==> config.mk <==
export PLATFORM = sky130hd
export DESIGN_NAME = counter_5bit
export DESIGN_NICKNAME = d
export VERILOG_FILES = /design/src/rtl/counter_5bit.sv
export SDC_FILE = /design/constraint.sdc
export NUM_CORES = 1
export LEC_CHECK = 0
export BUFFER_PORTS_ARGS = -buffer_cell sky130_fd_sc_hd__buf_2
export CORE_AREA = 2 2 39 41
export CTS_CLUSTER_DIAMETER = 200
export CTS_CLUSTER_SIZE = 20
export DETAILED_ROUTE_END_ITERATION = 10
export DIE_AREA = 0 0 41 43
export HOLD_SLACK_MARGIN = 0.02
export REMOVE_ABC_BUFFERS = 1
export SLEW_MARGIN = 30
export SYNTH_ARGS = -nofsm -noshare
export SYNTH_HDL_FRONTEND = slang
export SYNTH_SLANG_ARGS = --single-unit
==> constraint.sdc <==
create_clock -name clock -period 2.2 [get_ports clock]
set_clock_uncertainty 0.15 [all_clocks]
set_input_delay 0.11 -clock clock [delete_from_list [all_inputs] [get_ports clock]]
set_output_delay 0.11 -clock clock [all_outputs]
set_load 0.01 [all_outputs]
==> src/rtl/counter_5bit.sv <==
// rtl/counter_5bit.sv - free-running modulo up-counter with Gray output, wrap pulse and sticky overflow
module counter_5bit #(
  parameter int unsigned     WIDTH       = 5,
  parameter longint unsigned MODULUS     = 64'd1 << WIDTH,
  parameter longint unsigned STEP        = 1,
  parameter longint unsigned RESET_VALUE = 0
) (
  input  logic             clock,
  input  logic             reset,
  output logic [WIDTH-1:0] count,
  output logic [WIDTH-1:0] count_gray,
  output logic             wrap,
  output logic             overflow
);

  // Parameter legality; any violation stops elaboration.
  if (WIDTH < 1 || WIDTH > 32) begin : g_bad_width
    $fatal(1, "counter_5bit: WIDTH=%0d outside 1..32", WIDTH);
  end
  if (MODULUS < 2 || MODULUS > (64'd1 << WIDTH)) begin : g_bad_modulus
    $fatal(1, "counter_5bit: MODULUS=%0d outside 2..2**WIDTH", MODULUS);
  end
  if (STEP == 0 || STEP >= MODULUS) begin : g_bad_step
    $fatal(1, "counter_5bit: STEP=%0d outside 1..MODULUS-1", STEP);
  end
  if (RESET_VALUE >= MODULUS) begin : g_bad_reset_value
    $fatal(1, "counter_5bit: RESET_VALUE=%0d not below MODULUS", RESET_VALUE);
  end

  // One extra bit so count + STEP and the modulus compare never overflow.
  localparam logic [WIDTH:0]   MOD_W   = MODULUS[WIDTH:0];
  localparam logic [WIDTH:0]   STEP_W  = STEP[WIDTH:0];
  localparam logic [WIDTH-1:0] RESET_W = RESET_VALUE[WIDTH-1:0];
  localparam logic [WIDTH-1:0] RESET_G = RESET_W ^ (RESET_W >> 1);

  logic [WIDTH:0]   sum;
  logic             is_wrap;
  logic [WIDTH-1:0] next_count;

  // Next count: add STEP, fold back by MODULUS when the sum reaches it.
  always_comb begin
    sum        = {1'b0, count} + STEP_W;
    is_wrap    = (sum >= MOD_W);
    next_count = is_wrap ? WIDTH'(sum - MOD_W) : WIDTH'(sum);
  end

  // Registered outputs; Gray is derived from next_count so it matches count every cycle.
  always_ff @(posedge clock) begin
    if (!reset) begin
      count      <= RESET_W;
      count_gray <= RESET_G;
      wrap       <= 1'b0;
      overflow   <= 1'b0;
    end else begin
      count      <= next_count;
      count_gray <= next_count ^ (next_count >> 1);
      wrap       <= is_wrap;
      overflow   <= overflow | is_wrap;
    end
  end

endmodule

======== Word-level counts from Yosys, hierarchy flattened ========
Cells that the tools add are included.
Widths: inputs -> output; s select.
cells by class
  eq/ne operators ......................... 0
  bitwise gates (word level) .............. 2
  div/mod/pow operators ................... 0
  add/sub/neg operators ................... 2
  magnitude comparators ................... 1
  multiply operators ...................... 0
  shift operators ......................... 0
  reductions and logical operators ........ 0
  muxes and demuxes ....................... 1
operators by type and width
  cell                 number
  $add 5x1->6 const B  1
  $ge 6x6->1 const B   1
  $mux 5               1
  $sub 5x1->5 const B  1
  $xor 5x4->5          1
  $or 1x1->1           1
storage, ports and cells
  flip-flop bits (word level) ............. 12
  input bits .............................. 2
  ROM bits ................................ 0
  bits in latches ......................... 0
  memory bits (writable) .................. 0
  memories kept ........................... 0

======== Depth between registers and ports, before layout ========
  depth after elaboration ................. 4
  gate-level depth with buffers ........... 5
  mapped depth without buffers ............ 5

======== Worst setup path after synthesis ========
Ideal clock, no wire load.
  path type ............................... register to register
  start point ............................. register count[0]
  end point ............................... register count_gray[2]
  path slack .............................. 0.594 ns
  library setup time ...................... 0.115 ns
  buffers on the path ..................... 0
  data required time ...................... 1.935 ns
  stages on the path, launching flop included .. 6
  arrival time ............................ 1.341 ns
  path through ............................ dfxtp_1 ha_1 xor2_1 inv_1 ha_1 and2_1
between the ends
  longest elaborated chain between the ends .. 4
ends and longest elaborated chain
  element                                    RTL line  RTL
  start, declared                            10        output logic [WIDTH-1:0] count,
  start signal, assigned                     55        count <= next_count;
  $add 5x1->6 *                              42        sum = {1'b0, count} + STEP_W;
  $sub 5x1->5 or $ge 6x6->1 (tied branches)  44, 43
  $mux 5 *                                   44        next_count = is_wrap ? WIDTH'(sum - MOD_W) : WIDTH'(sum);
  $xor 5x4->5 *                              56        count_gray <= next_count ^ (next_count >> 1);
  end signal, assigned                       56
  end, declared                              11        output logic [WIDTH-1:0] count_gray,
Mark *: on every way between the ends. The rest lies on a longest branch, timed or not.
A chain may end at the register's enable or synchronous reset.

======== Worst setup path in the final report ========
Same ends and word-level chain as after synthesis.

==> results.yml <==
detailed_routing:
  drt_iter0_markers: 4
  firstDrtPassIters: 2
  detail_route.wl_per_cell_um: 9.96
  vias: 281
  via_per_inst: 4.13
  routed_wl_um: 677
  ant_nets: 0
  drc: 0
place:
  gp_congestion: 0.676
  dp_hpwl_um: 476
  place_area_um2: 485
  numPortBuffers: 13
floorplan:
  core_um2: 1380
  initial_core_util_pct: 29.7
  die_y_um: 43
  die_w_um: 41
  pin_count: 14
  die_area_um2: 1760
  std_cell_rows: 14
critical_path:
  max_stage_delay_ps: 430
  reg2reg_setup_slack_ps: 530
  path_cells: "ha_1, xor2_1, inv_1, ha_1, and2_1"
  worstPathMaxFanout: 5
  crit_slowest_cell: "dfxtp_1"
  path_class: "flop to flop"
  worst_path_most_repeated_cell: "ha_1"
  crit_path_end_kind: "flop"
  crit_path_start_kind: "flop"
  worstPathRequired_ps: 2220
  crit_arrival_ps: 1680
finish:
  num_antenna_cells: 0
  syn_to_final_growth_pct: 26.7
  nets: 57
  fin_area_um2: 522
  drive_above_1_share_pct: 36.5
timing:
  worstMarginPinSlew_ps: 247
  maxSlewViolCount: 0
  final-hold-violation-count: 0
  rsz0062_at_grt: "false"
  min_period_over_period_pct: 75.7
  fin_crit_ps: 1670
  maxSlewHeadroom_pct: 83.5
  fmax_ghz: 0.600
  tns_ps: 0
  finalSetupViolCount: 0
yosys:
  synth-adder-area-share_pct: 6.08
  synth_xor_area_share_pct: 14.6
  yosys.area_share.simple_pct: 20.4
  mappedNetlistArea_um2: 412
  synth_seq_cells: 11
  synth_cell_type_count: 16
  avgSynthCellArea_um2: 11.4
  synth.mux.area_fraction_pct: 0
  synth_compound_area_share_pct: 1.82
  yosys_warnings: 0
  synth_cells: 36
  synth_seq_area_share_pct: 53.5
  synth_top_family_by_area: "simple AND/OR/NAND/NOR gates"
cts:
  htreeDepth: 1
  root_buffer: "clkbuf_4"
  clock_latency_ps: 270
  cts_sinks: 11
  cts_buffers: 3
  cts_tree: "done"
  ctsLongestPathBuffers: 2
  cts_setup_buffers: 0
  clk_pin_slew_worst_paths_ps: 70
global_routing:
  grt_pass1_vias: 268
  antenna_found_initial: 0
  grtUsageTotal_pct: 10.6
  grt_max_degree: 12
  grt_pass1_wl_um: 1120
  grt.overflow.total: 0
status:
  status: "complete, no violations"
power:
  power.density_nw_per_um2: 769
  vdd_drop_max_mv: 0.262
  p_leak_nw: 0.262
worst_hold_path:
  hold_path_class: "flop to flop"
run:
  maxCapViolations: 0
[critical path, delay by kind of cell (launching register included)]
kind	cells	cell delay [ps]
xor gates and xnor gates	1	250
buffers and inverters	1	80
and+or+nand+nor	1	150
DFF	1	430
adders and majority gates	2	510
[per-layer routing]
layer | part of all wire [%] | GRT usage [%]
met5 | 0 | 0
met4 | 6.2 | 14.0
met2 | 47 | 13.4
met3 | 5.6 | 4.71
met1 | 41 | 10.5
[synthesized netlist by cell type (all sizes together)]
library cell,n,area (µm²)
dfxtp,11,220
and2,6,37.5
xor2,5,51.3
nand3,3,20.0
and2b,2,16.3
ha,2,25.0
a21o,1,7.51
buf,1,7.51
clkbuf,1,3.75
inv,1,3.75
nor2,1,3.75
nor2b,1,6.26
xnor2,1,8.76
[worst paths after layout]
kind / start / to / cells past startpoint
setup / recovery: count[0] / count_gray[2] / 5
hold / removal: overflow / overflow / 1
setup reg to reg: count[0] / count_gray[2] / 5
hold reg to reg: overflow / overflow / 1
[state kept, by name (all words and copies together) (netlist names)]
register,cells
count,5
count_gray,4
overflow,1
wrap,1
[layout make-up]
| class | instances | area (µm²) |
|---|---|---|
| inverters | 1 | 3.75 |
| fillers | 148 | 862 |
| flip-flops and latches | 11 | 220 |
| well taps | 16 | 20.0 |
| repair buffers | 14 | 75.1 |
| clock buffers | 4 | 26.3 |
| multi-input cells | 22 | 176 |
[cells by family (layout without fill, tap and decap cells)]
kind of cell	Yosys count	after routing
adder cells (fa/ha/maj)	2	2
XOR/XNOR	6	6
flip-flops	11	11
AND/OR/NAND/NOR	13	13
buffers and inverters	3	19
AO/OA/AOI/OAI	1	1
[report_power, final]
part	switching, mW	internal [mW]	leakage [nW]
clock network	0.0647	0.0702	0.0150
registers	0.00705	0.211	0.0899
logic	0.0234	0.0247	0.157
[cells in the final DEF (no fill, tap or decap)]
| cell | synthesis | final |
|---|---|---|
| nand3_1 | 2 | 2 |
| and2b_1 | 1 | 1 |
| clkbuf_4 | 0 | 3 |
| and2_1 | 6 | 6 |
| clkbuf_1 | 1 | 1 |
| and2b_2 | 1 | 1 |
| a21o_1 | 1 | 1 |
| dlygate4sd3_1 | 0 | 1 |
| xor2_2 | 1 | 1 |
| dfxtp_1 | 11 | 11 |
| inv_1 | 1 | 1 |
| xnor2_1 | 1 | 1 |
| nand3_2 | 1 | 1 |
| nor2_1 | 1 | 1 |
| nor2b_1 | 1 | 1 |
| buf_2 | 0 | 13 |
| xor2_1 | 4 | 4 |
| ha_1 | 2 | 2 |
[what timing repair did]
action                                  CTS  global route
hold buffers                              1             0
gates resized for setup                   0             0
endpoints found under the setup margin    0             0
endpoints found under the hold margin     1             0
[stage by stage]
step	worst slack (ps)	util, %	cells	power (mW)	hold slack (ps)
2_1_floorplan	594	-	34	0.252	74.2
3_3_place_gp	578	35.1	63	0.269	291
3_5_place_dp	547	35.1	63	0.270	287
4_1_cts	508	37.7	68	0.412	311
5_1_grt	410	37.7	68	0.429	350
6_report	534	37.7	68	0.401	302
Note: power is estimated with default switching activity, not from simulation.
